File: src/rtl/mdu_pkg.sv
// Shared definitions for the multiply/divide unit: op codes, FSM states, datapath modes.
// Latency: n/a (types and constants only).
// Backpressure: n/a.
package mdu_pkg;

    // Default operand width; HI and LO are each this wide.
    localparam int MDU_WIDTH = 32;

    // E-stage MDU operation codes; 3'b111 is undefined and treated as NOP.
    typedef enum logic [2:0] {
        OP_NOP   = 3'b000,
        OP_MULT  = 3'b001,
        OP_MULTU = 3'b010,
        OP_DIV   = 3'b011,
        OP_DIVU  = 3'b100,
        OP_MTHI  = 3'b101,
        OP_MTLO  = 3'b110
    } mdu_op_e;

    // Control FSM states.
    typedef enum logic [1:0] {
        ST_IDLE = 2'b00,
        ST_RUN  = 2'b01,
        ST_DONE = 2'b10
    } mdu_state_e;

    // Iteration datapath mode.
    typedef enum logic {
        MODE_MUL = 1'b0,
        MODE_DIV = 1'b1
    } mdu_mode_e;

    // True for the ops that run the multi-cycle iterative datapath.
    function automatic logic is_muldiv(input logic [2:0] op);
        return (op == OP_MULT) || (op == OP_MULTU) || (op == OP_DIV) || (op == OP_DIVU);
    endfunction

    // True for the signed variants, which work on magnitudes plus sign flags.
    function automatic logic is_signed_op(input logic [2:0] op);
        return (op == OP_MULT) || (op == OP_DIV);
    endfunction

    // True for the divide variants.
    function automatic logic is_div_op(input logic [2:0] op);
        return (op == OP_DIV) || (op == OP_DIVU);
    endfunction

endpackage

File: src/rtl/mdu_iter_core.sv
// One radix-2 iteration of unsigned shift-add multiply or restoring divide on a 2*WIDTH accumulator.
// Latency: purely combinational; the caller registers the accumulator once per cycle.
// Backpressure: none; the caller decides when to step.
module mdu_iter_core
    import mdu_pkg::*;
#(
    parameter int WIDTH = MDU_WIDTH
) (
    input  mdu_mode_e            i_mode,
    input  logic [2*WIDTH-1:0]   i_acc,
    input  logic [WIDTH-1:0]     i_opnd,
    output logic [2*WIDTH-1:0]   o_acc
);

    // Multiply: upper half accumulates, lower half holds the remaining multiplier bits.
    logic [WIDTH:0]   w_mul_sum;
    // Divide: upper half is the partial remainder, lower half shifts dividend out / quotient in.
    logic [WIDTH:0]   w_div_shift;
    logic [WIDTH+1:0] w_div_diff;
    logic             w_div_borrow;
    logic [WIDTH-1:0] w_div_rem;

    // Multiply step: conditionally add multiplicand, then shift the whole accumulator right.
    always_comb begin
        w_mul_sum = {1'b0, i_acc[2*WIDTH-1:WIDTH]};
        if (i_acc[0]) begin
            w_mul_sum = {1'b0, i_acc[2*WIDTH-1:WIDTH]} + {1'b0, i_opnd};
        end
    end

    // Divide step: shift in the next dividend bit and trial-subtract the divisor.
    // The shifted remainder needs WIDTH+1 bits; one more bit holds the borrow.
    always_comb begin
        w_div_shift  = {i_acc[2*WIDTH-1:WIDTH], i_acc[WIDTH-1]};
        w_div_diff   = {1'b0, w_div_shift} - {2'b00, i_opnd};
        w_div_borrow = w_div_diff[WIDTH+1];
        // On borrow, restore; otherwise keep the difference. With a zero divisor the
        // subtraction never borrows, so the quotient saturates to all-ones and the
        // remainder ends up holding the dividend.
        w_div_rem    = w_div_borrow ? w_div_shift[WIDTH-1:0] : w_div_diff[WIDTH-1:0];
    end

    // Select the next accumulator value for the active mode.
    always_comb begin
        o_acc = i_acc;
        if (i_mode == MODE_MUL) begin
            o_acc = {w_mul_sum, i_acc[WIDTH-1:1]};
        end else begin
            o_acc = {w_div_rem, i_acc[WIDTH-2:0], ~w_div_borrow};
        end
    end

endmodule

File: src/rtl/mdu_hilo.sv
// E-stage multiply/divide unit with HI/LO registers; MTHI/MTLO take effect at the issuing edge.
// Latency: MULT/MULTU/DIV/DIVU hold MduBusyE high for WIDTH+1 cycles, HI/LO written at the last busy edge.
// Backpressure: MduBusyE stalls the pipeline front end; MduCancel aborts an in-flight op without touching HI/LO.
module mdu_hilo
    import mdu_pkg::*;
#(
    parameter int WIDTH = MDU_WIDTH
) (
    input  logic             clk,
    input  logic             rst,
    input  logic             StartE,
    input  logic [2:0]       MduOpE,
    input  logic [WIDTH-1:0] SrcAE,
    input  logic [WIDTH-1:0] SrcBE,
    input  logic             MduCancel,
    output logic             MduBusyE,
    output logic [WIDTH-1:0] HiE,
    output logic [WIDTH-1:0] LoE
);

    localparam int ITER = WIDTH;
    localparam int CW   = $clog2(ITER + 1);

    mdu_state_e         r_state;
    mdu_state_e         w_state_nxt;
    logic [CW-1:0]      r_cnt;
    logic [2*WIDTH-1:0] r_acc;
    logic [WIDTH-1:0]   r_opnd;
    mdu_mode_e          r_mode;
    logic               r_neg_q;
    logic               r_neg_r;
    logic [WIDTH-1:0]   r_hi;
    logic [WIDTH-1:0]   r_lo;

    logic               w_idle;
    logic               w_start_md;
    logic               w_launch;
    logic               w_mthi;
    logic               w_mtlo;
    logic               w_last;
    logic               w_is_div;
    logic               w_a_neg;
    logic               w_b_neg;
    logic [WIDTH-1:0]   w_a_abs;
    logic [WIDTH-1:0]   w_b_abs;
    logic [2*WIDTH-1:0] w_acc_nxt;
    logic [2*WIDTH-1:0] w_prod;
    logic [WIDTH-1:0]   w_quo;
    logic [WIDTH-1:0]   w_rem;
    logic [WIDTH-1:0]   w_res_hi;
    logic [WIDTH-1:0]   w_res_lo;

    assign HiE = r_hi;
    assign LoE = r_lo;

    // Issue decode: only IDLE accepts work; DONE ignores StartE because the same
    // instruction is still sitting in E. A cancel suppresses any issue this cycle.
    always_comb begin
        w_idle     = (r_state == ST_IDLE);
        w_start_md = w_idle && StartE && is_muldiv(MduOpE);
        w_launch   = w_start_md && !MduCancel;
        w_mthi     = w_idle && StartE && (MduOpE == OP_MTHI) && !MduCancel;
        w_mtlo     = w_idle && StartE && (MduOpE == OP_MTLO) && !MduCancel;
        w_last     = (r_state == ST_RUN) && (r_cnt == CW'(1)) && !MduCancel;
    end

    // Operand conditioning: signed ops iterate on magnitudes and keep the signs aside.
    // The most negative value maps to itself, which is the correct unsigned magnitude.
    always_comb begin
        w_is_div = is_div_op(MduOpE);
        w_a_neg  = is_signed_op(MduOpE) && SrcAE[WIDTH-1];
        w_b_neg  = is_signed_op(MduOpE) && SrcBE[WIDTH-1];
        w_a_abs  = w_a_neg ? (-SrcAE) : SrcAE;
        w_b_abs  = w_b_neg ? (-SrcBE) : SrcBE;
    end

    mdu_iter_core #(
        .WIDTH (WIDTH)
    ) u_core (
        .i_mode (r_mode),
        .i_acc  (r_acc),
        .i_opnd (r_opnd),
        .o_acc  (w_acc_nxt)
    );

    // Sign fix-up of the final iteration's output: product negated as a whole;
    // quotient by the XOR of signs, remainder by the dividend sign.
    always_comb begin
        w_prod   = r_neg_q ? (-w_acc_nxt) : w_acc_nxt;
        w_quo    = w_acc_nxt[WIDTH-1:0];
        w_rem    = w_acc_nxt[2*WIDTH-1:WIDTH];
        w_res_hi = w_prod[2*WIDTH-1:WIDTH];
        w_res_lo = w_prod[WIDTH-1:0];
        if (r_mode == MODE_DIV) begin
            w_res_lo = r_neg_q ? (-w_quo) : w_quo;
            w_res_hi = r_neg_r ? (-w_rem) : w_rem;
        end
    end

    // State register.
    always_ff @(posedge clk) begin
        if (rst) begin
            r_state <= ST_IDLE;
        end else begin
            r_state <= w_state_nxt;
        end
    end

    // Next-state and stall request. Busy rises combinationally in the issue cycle so
    // the hazard unit freezes F/D before the first edge; cancel wins over completion.
    always_comb begin
        w_state_nxt = r_state;
        MduBusyE    = 1'b0;
        case (r_state)
            ST_IDLE: begin
                if (w_start_md) begin
                    MduBusyE = 1'b1;
                    if (!MduCancel) begin
                        w_state_nxt = ST_RUN;
                    end
                end
            end
            ST_RUN: begin
                MduBusyE = 1'b1;
                if (MduCancel) begin
                    w_state_nxt = ST_IDLE;
                end else if (r_cnt == CW'(1)) begin
                    w_state_nxt = ST_DONE;
                end
            end
            ST_DONE: begin
                w_state_nxt = ST_IDLE;
            end
            default: begin
                w_state_nxt = ST_IDLE;
            end
        endcase
    end

    // Iteration state: load operands on launch, then step once per RUN cycle.
    always_ff @(posedge clk) begin
        if (rst) begin
            r_cnt   <= '0;
            r_acc   <= '0;
            r_opnd  <= '0;
            r_mode  <= MODE_MUL;
            r_neg_q <= 1'b0;
            r_neg_r <= 1'b0;
        end else if (w_launch) begin
            r_cnt   <= CW'(ITER);
            r_mode  <= w_is_div ? MODE_DIV : MODE_MUL;
            r_acc   <= {{WIDTH{1'b0}}, (w_is_div ? w_a_abs : w_b_abs)};
            r_opnd  <= w_is_div ? w_b_abs : w_a_abs;
            r_neg_q <= w_a_neg ^ w_b_neg;
            r_neg_r <= w_a_neg;
        end else if (r_state == ST_RUN) begin
            r_cnt   <= r_cnt - CW'(1);
            r_acc   <= w_acc_nxt;
        end
    end

    // HI/LO: direct moves from IDLE, or the sign-corrected result on the final step.
    always_ff @(posedge clk) begin
        if (rst) begin
            r_hi <= '0;
            r_lo <= '0;
        end else if (w_last) begin
            r_hi <= w_res_hi;
            r_lo <= w_res_lo;
        end else begin
            if (w_mthi) begin
                r_hi <= SrcAE;
            end
            if (w_mtlo) begin
                r_lo <= SrcAE;
            end
        end
    end

endmodule

File: config.mk
export PLATFORM = sky130hd
export DESIGN_NAME = mdu_hilo
export DESIGN_NICKNAME = d
export VERILOG_FILES = /design/src/rtl/mdu_pkg.sv /design/src/rtl/mdu_iter_core.sv /design/src/rtl/mdu_hilo.sv
export SDC_FILE = /design/constraint.sdc
export NUM_CORES = 1
export LEC_CHECK = 0
export CAP_MARGIN = 25
export CORE_UTILIZATION = 55
export DETAILED_ROUTE_END_ITERATION = 10
export GPL_TIMING_DRIVEN = 0
export PLACE_DENSITY = 0.76
export SLEW_MARGIN = 20
export SYNTH_ARGS = -nofsm -noshare
export SYNTH_HDL_FRONTEND = slang
export SYNTH_SLANG_ARGS = --single-unit
export TNS_END_PERCENT = 100
File: constraint.sdc
create_clock -name clk -period 9.3 [get_ports clk]
set_input_delay 1.86 -clock clk [delete_from_list [all_inputs] [get_ports clk]]
set_output_delay 1.86 -clock clk [all_outputs]
set_load 0.03 [all_outputs]
Word level (Yosys, flattened, before mapping):

Cells that the tools add are included.

* logic and storage cells: 83
* input bits: 71
* bits in registers: 171
* output and inout port bits: 65

* muxes and demuxes: 28
* reduce and logical (&&, ||, !) cells: 23
* add/subtract/negate cells: 8
* equal/unequal tests: 11
* bitwise gates (word level): 2

Operators with widths (number)
* $mux 32: 15
* $mux 64: 2
* $neg 32->32: 4
* $neg 64->64: 1
* $sub 33x32->34: 1
* $add 32x32->33: 1
* $mux 33: 1
* $mux 6: 2
* $logic_and 1x1->1: 11
* $eq 3x3->1 const B: 3
* $mux 2: 4
* $eq 3x2->1 const B: 2
* $eq 6x1->1 const B: 1
* $reduce_bool 2->1: 3
* $sub 6x1->6 const B: 1
* $logic_or 1x1->1: 5
* $pmux 2 s2: 1
* $eq 3x1->1 const B: 1
* $ne 3x2->1 const B: 1
* $reduce_and 3->1: 1
* $eq 2x1->1 const B: 1
* $logic_not 2->1: 1
* $mux 1: 2
* $ne 2x1->1 const B: 1
* 6 further kinds: 6

Depth between registers and ports, before layout:

* depth in word-level cells: 7
* depth in mapped cells: 23

Hierarchy:

From an unflattened synthesis, not the netlist that was laid out.

* cell total of the unflattened synthesis: 2189
* area total of the unflattened synthesis: 15882.7 µm²

Modules (own cells, without submodules)
* mdu_hilo: cells each 1472, area an instance 11035.6 µm², instances 1
* mdu_iter_core: cells each 717, area an instance 4847.1 µm², instances 1

Least setup slack after synthesis:

Ideal clock, no wire load.

* kind: register to register
* start point: register r_opnd[6]
* end point: register r_hi[26], in the netlist HiE[26]
* library setup time: 0.116 ns
* arrival: 4.323 ns
* clock period less this slack: 4.438 ns
* setup slack: 4.862 ns
* cell stages (with the launch flop): 22
* path buffers: 4
* path through: dfxtp_1 inv_1 ha_1 buf_6 a21o_1 a31oi_1 o221a_2 a21oi_2 o211ai_2 buf_4 a31oi_1 inv_1 ha_1 o211ai_1 nand2b_1 or3_1 or3_1 clkbuf_1 and2_0 clkbuf_1 or3_1 a31o_1

* longest elaborated chain between the ends: 7

Ends and longest elaborated chain
* from (decl): line mdu_hilo.sv:28 `logic [WIDTH-1:0] r_opnd;`
* from (signal assigned): line mdu_hilo.sv:153 `r_opnd <= w_is_div ? w_b_abs : w_a_abs;`
* $sub 33x32->34 or $add 32x32->33 (tied branches): line mdu_iter_core.sv:35, mdu_iter_core.sv:27
* $mux 32, or another cell as far along: line mdu_iter_core.sv:40 `w_div_rem = w_div_borrow ? w_div_shift[WIDTH-1:0] : w_div_diff[WIDTH-1:0];`
* $mux 64 *: line mdu_iter_core.sv:46 `if (i_mode == MODE_MUL) begin`
* $neg 64->64 or $neg 32->32 (tied branches): line mdu_hilo.sv:89, mdu_hilo.sv:96
* $mux 64 or $mux 32 (tied branches): line mdu_hilo.sv:89, mdu_hilo.sv:96
* $mux 32 *: line mdu_hilo.sv:94 `if (r_mode == MODE_DIV) begin`
* $mux 32 *: line mdu_hilo.sv:167 `end else if (w_last) begin`
* to (signal assigned): line mdu_hilo.sv:168 `r_hi <= w_res_hi;`
* to (signal assigned): line mdu_hilo.sv:172 `r_hi <= SrcAE;`
* to (decl): line mdu_hilo.sv:32 `logic [WIDTH-1:0] r_hi;`

Every way passes the cells marked *; elsewhere a longest branch is shown, timed or not.
A chain may end at the register's enable or synchronous reset.

Worst setup path in the final report:

* start point: register r_mode
* end point: register r_hi[30], in the netlist HiE[30]

* longest elaborated chain between the ends: 5

Ends and longest elaborated chain
* from (decl): line mdu_hilo.sv:29 `mdu_mode_e r_mode;`
* from (signal assigned): line mdu_hilo.sv:151 `r_mode <= w_is_div ? MODE_DIV : MODE_MUL;`
* $mux 64: line mdu_iter_core.sv:46
* $neg 64->64 or $neg 32->32 (tied branches): line mdu_hilo.sv:89, mdu_hilo.sv:96
* $mux 64 or $mux 32 (tied branches): line mdu_hilo.sv:89, mdu_hilo.sv:96
* $mux 32 *: line mdu_hilo.sv:94
* $mux 32 *: line mdu_hilo.sv:167

Marked as above.

==> impl_metrics.py <==
metrics = {
    "synth": {
        "synth_edf_count": 0,
        "netlist_area_um2": 16300,
        "synthFlopType": "dfxtp_1",
        "synth_cell_types": 95,
        "async_reset_ff_frac": 0,
        "synthTopCellsByArea": "dfxtp_1 (21%), nand2_1 (9.2%), a21oi_1 (7.2%)",
        "yosysTopAreaCellShare": 0.210,
        "yosys.area.top_type": "dfxtp_1",
        "ys_seq_elements": 171,
        "synthCells": 2329,
        "avgSynthCellArea_um2": 7.00,
        "synth_nets": 2472,
        "yosysWarnings": 0,
        "seq_area_frac_synth": 0.210,
    },
    "worst_setup_path": {
        "cp_slowest_stage_delay_ns": 0.89,
        "path_buf_inv": 8,
        "startpoint_type": "flip-flop",
        "worst_path_max_delay_cell": "a2111oi_0",
        "cp_max_fo": 10,
        "worstPathRequired_ns": 9.63,
        "cp_top_family": "buffers and inverters",
        "crit_type": "reg2reg",
        "critPathArrivalTime_ns": 7.22,
        "cp_cell_sequence": "buf_2, buf_2, buf_2, buf_2, buf_1, a31oi_1, buf_4, inv_1, ha_1, o211ai_1, nand2b_1, or3_1, or3_1, clkbuf_1, a2111oi_0, or4_1, o211ai_1",
        "worstSetupEndpointType": "flip-flop",
        "crit_path_frequent_cell": "buf_2",
    },
    "power_and_ir_drop": {
        "ir_worst_vdd_uv": 143,
        "leakage_nw": 7.14,
        "powerDensity_nw_per_um2": 136,
    },
    "drt": {
        "drc": 0,
        "avgRoutedWirePerCell_um": 25.1,
        "antenna_left": 0,
        "wl_um": 72400,
        "vias_per_cell": 6.80,
        "vias": 19600,
        "drt_iter0_drc": 2365,
        "drtPass1Iterations": 6,
    },
    "layout": {
        "fin_nets": 2627,
        "fin_area_um2": 18800,
        "post-route-util": 0.648,
        "drive_gt1_frac": 0.0449,
        "layout.cells.non_filler": 2883,
        "syn_to_final_growth_pct": 15.1,
    },
    "clock_network": {
        "cts_tree": "done",
        "cts_hold_buffers": 0,
        "clockBufferDepth": 2,
        "cts.repair.resized": 0,
        "clk_pin_slew_ns": 0.08,
        "cts_buffers": 17,
        "clock_sinks": 171,
        "clk_latency_ns": 0.46,
        "cts_root_buf": "clkbuf_16",
        "cts_setup_buffers": 0,
        "htreeDepth": 4,
    },
    "global_route": {
        "grt_use_total": 0.468,
        "overflow": 0,
        "grt_pass1_wl_um": 109000,
        "antenna_found_initial": 2,
        "grt_max_degree": 17,
        "grt_pass1_vias": 18800,
    },
    "timing": {
        "setup_viol": 0,
        "slew_violations": 0,
        "worst_pin_slew_ns": 1.26,
        "timing.setup.tns_ns": 0,
        "relSlewSlack": 0.159,
        "min_period_ns": 6.89,
        "fmax_mhz": 145,
        "hold_viol_final": 0,
        "rsz0062_at_grt": "false",
        "post-route-period-util": 0.741,
        "skew_ns": 0.0107,
    },
    "floorplanning": {
        "rows": 62,
        "io_pins": 136,
        "die_width_um": 174,
        "dieArea_um2": 30300,
        "fp.dieH_um": 174,
        "core_area_um2": 28900,
        "start_util": 0.563,
    },
    "place": {
        "io_buffer_count": 135,
        "place_hpwl_um": 56200,
        "dp_cells": 2849,
        "placed_area_um2": 18100,
        "gp_congestion": 1.01,
    },
    "job": {
        "drv_cap": 0,
    },
    "status": {
        "status": "completed",
    },
    "min_path": {
        "hp-class": "reg2reg",
    },
}
worst register-to-register path, stage by stage, from the launching register on:
cell	delay (ns)
dfxtp_1	0.53
buf_2	0.46
buf_2	0.51
buf_2	0.47
buf_2	0.47
buf_1	0.53
a31oi_1	0.44
buf_4	0.30
inv_1	0.06
ha_1	0.19
o211ai_1	0.17
nand2b_1	0.26
or3_1	0.50
or3_1	0.44
clkbuf_1	0.22
a2111oi_0	0.89
or4_1	0.23
o211ai_1	0.09
worst paths after layout:
check / to / cells after the start / slack, ns / startpoint
hold / removal: r_opnd[2] / 2 / 0.49 / r_opnd[2]
setup reg to reg: HiE[30] / 17 / 2.41 / r_mode
hold reg to reg: r_opnd[2] / 2 / 0.49 / r_opnd[2]
setup / recovery: HiE[30] / 17 / 2.41 / r_mode
cells in the final DEF, fill, tap and decap left out, types with 9 or more instances in the layout:
| master | count |
|---|---|
| nor3_1 | 59 |
| buf_2 | 18 |
| and2_1 | 13 |
| dfxtp_1 | 171 |
| nand4_1 | 22 |
| clkbuf_1 | 106 |
| or3_1 | 23 |
| a211oi_1 | 79 |
| o21a_1 | 15 |
| inv_1 | 65 |
| a31oi_1 | 24 |
| a21oi_1 | 234 |
| a311oi_1 | 12 |
| nor2_1 | 196 |
| ha_1 | 70 |
| or2_2 | 14 |
| or4_1 | 14 |
| o31ai_1 | 20 |
| nor4_1 | 17 |
| o41ai_1 | 11 |
| nand3b_1 | 10 |
| clkdlybuf4s50_1 | 135 |
| a21o_1 | 27 |
| o21ai_0 | 93 |
| o211ai_1 | 51 |
| clkbuf_16 | 17 |
| nand2_1 | 399 |
| nand2b_1 | 21 |
| xor2_1 | 77 |
| buf_1 | 25 |
| xnor2_1 | 67 |
| nand3_1 | 98 |
| and3_1 | 16 |
| mux2i_1 | 83 |
| o22ai_1 | 9 |
| mux2_2 | 15 |
| nor2b_1 | 14 |
final cells by class:
type | count | area (um2)
Fill cell | 2582 | 10200
Antenna cell | 2 | 5.00
Buffer | 157 | 652
Tap cell | 384 | 480
Multi-Input combinational cell | 1936 | 12000
Timing Repair Buffer | 136 | 1360
Sequential cell | 171 | 3420
Clock inverter | 14 | 181
Clock buffer | 18 | 439
Inverter | 65 | 244
cells in the mapped netlist (all sizes together) (16+ instances only):
| library cell | n |
|---|---|
| buf | 49 |
| inv | 65 |
| o21ai | 97 |
| clkbuf | 108 |
| a31oi | 24 |
| nor3 | 63 |
| or3 | 23 |
| dfxtp | 171 |
| mux2i | 83 |
| nor2 | 197 |
| nand2 | 399 |
| a21o | 27 |
| o31ai | 21 |
| xor2 | 77 |
| a21oi | 236 |
| xnor2 | 67 |
| and3 | 16 |
| o211ai | 55 |
| nand4 | 23 |
| a211oi | 81 |
| nand3 | 98 |
| ha | 70 |
| nor4 | 19 |
| nand2b | 21 |
flip-flops by register name, indices dropped and copies added (netlist names), 2 cells and up:
name and flops:
r_opnd 32, LoE 32, HiE 32, r_acc 64, r_state 2, r_cnt 6
metal layers:
metal	vias to the layer above	share of wire	GRT usage
li1	8756	-	-
met1	9034	0.35	0.523
met2	1401	0.44	0.753
met3	426	0.12	0.124
met4	0	0.087	0.378
met5	-	0	0
power breakdown:
group          internal, mW  total, mW  switching [mW]
registers             0.759      0.798          0.0388
logic                 0.320      0.966           0.646
clock network         0.437      0.787           0.349
total                  1.52       2.55            1.03
kinds of logic (layout without fill, tap and decap cells):
family,after synthesis,count (layout),share of synthesized area
mux,98,98,0.0613
buf+inv,222,390,0.0550
xor+xnor,144,144,0.0774
flops,171,171,0.210
compound gates,674,674,0.271
other cells,0,2,0
simple gates,948,948,0.269
fa+ha+maj,72,72,0.0562
stage by stage:
step           hold WS (ns)  worst slack [ns]  power (mW)
6_report              0.495              2.41        2.55
4_1_cts               0.489              2.88        2.49
5_1_grt               0.524              2.54        2.62
3_5_place_dp          0.480              2.94        1.72
2_1_floorplan         0.449              4.86        1.41
3_3_place_gp          0.478              2.97        1.71
No activity file was read; power rests on OpenSTA's default activity.
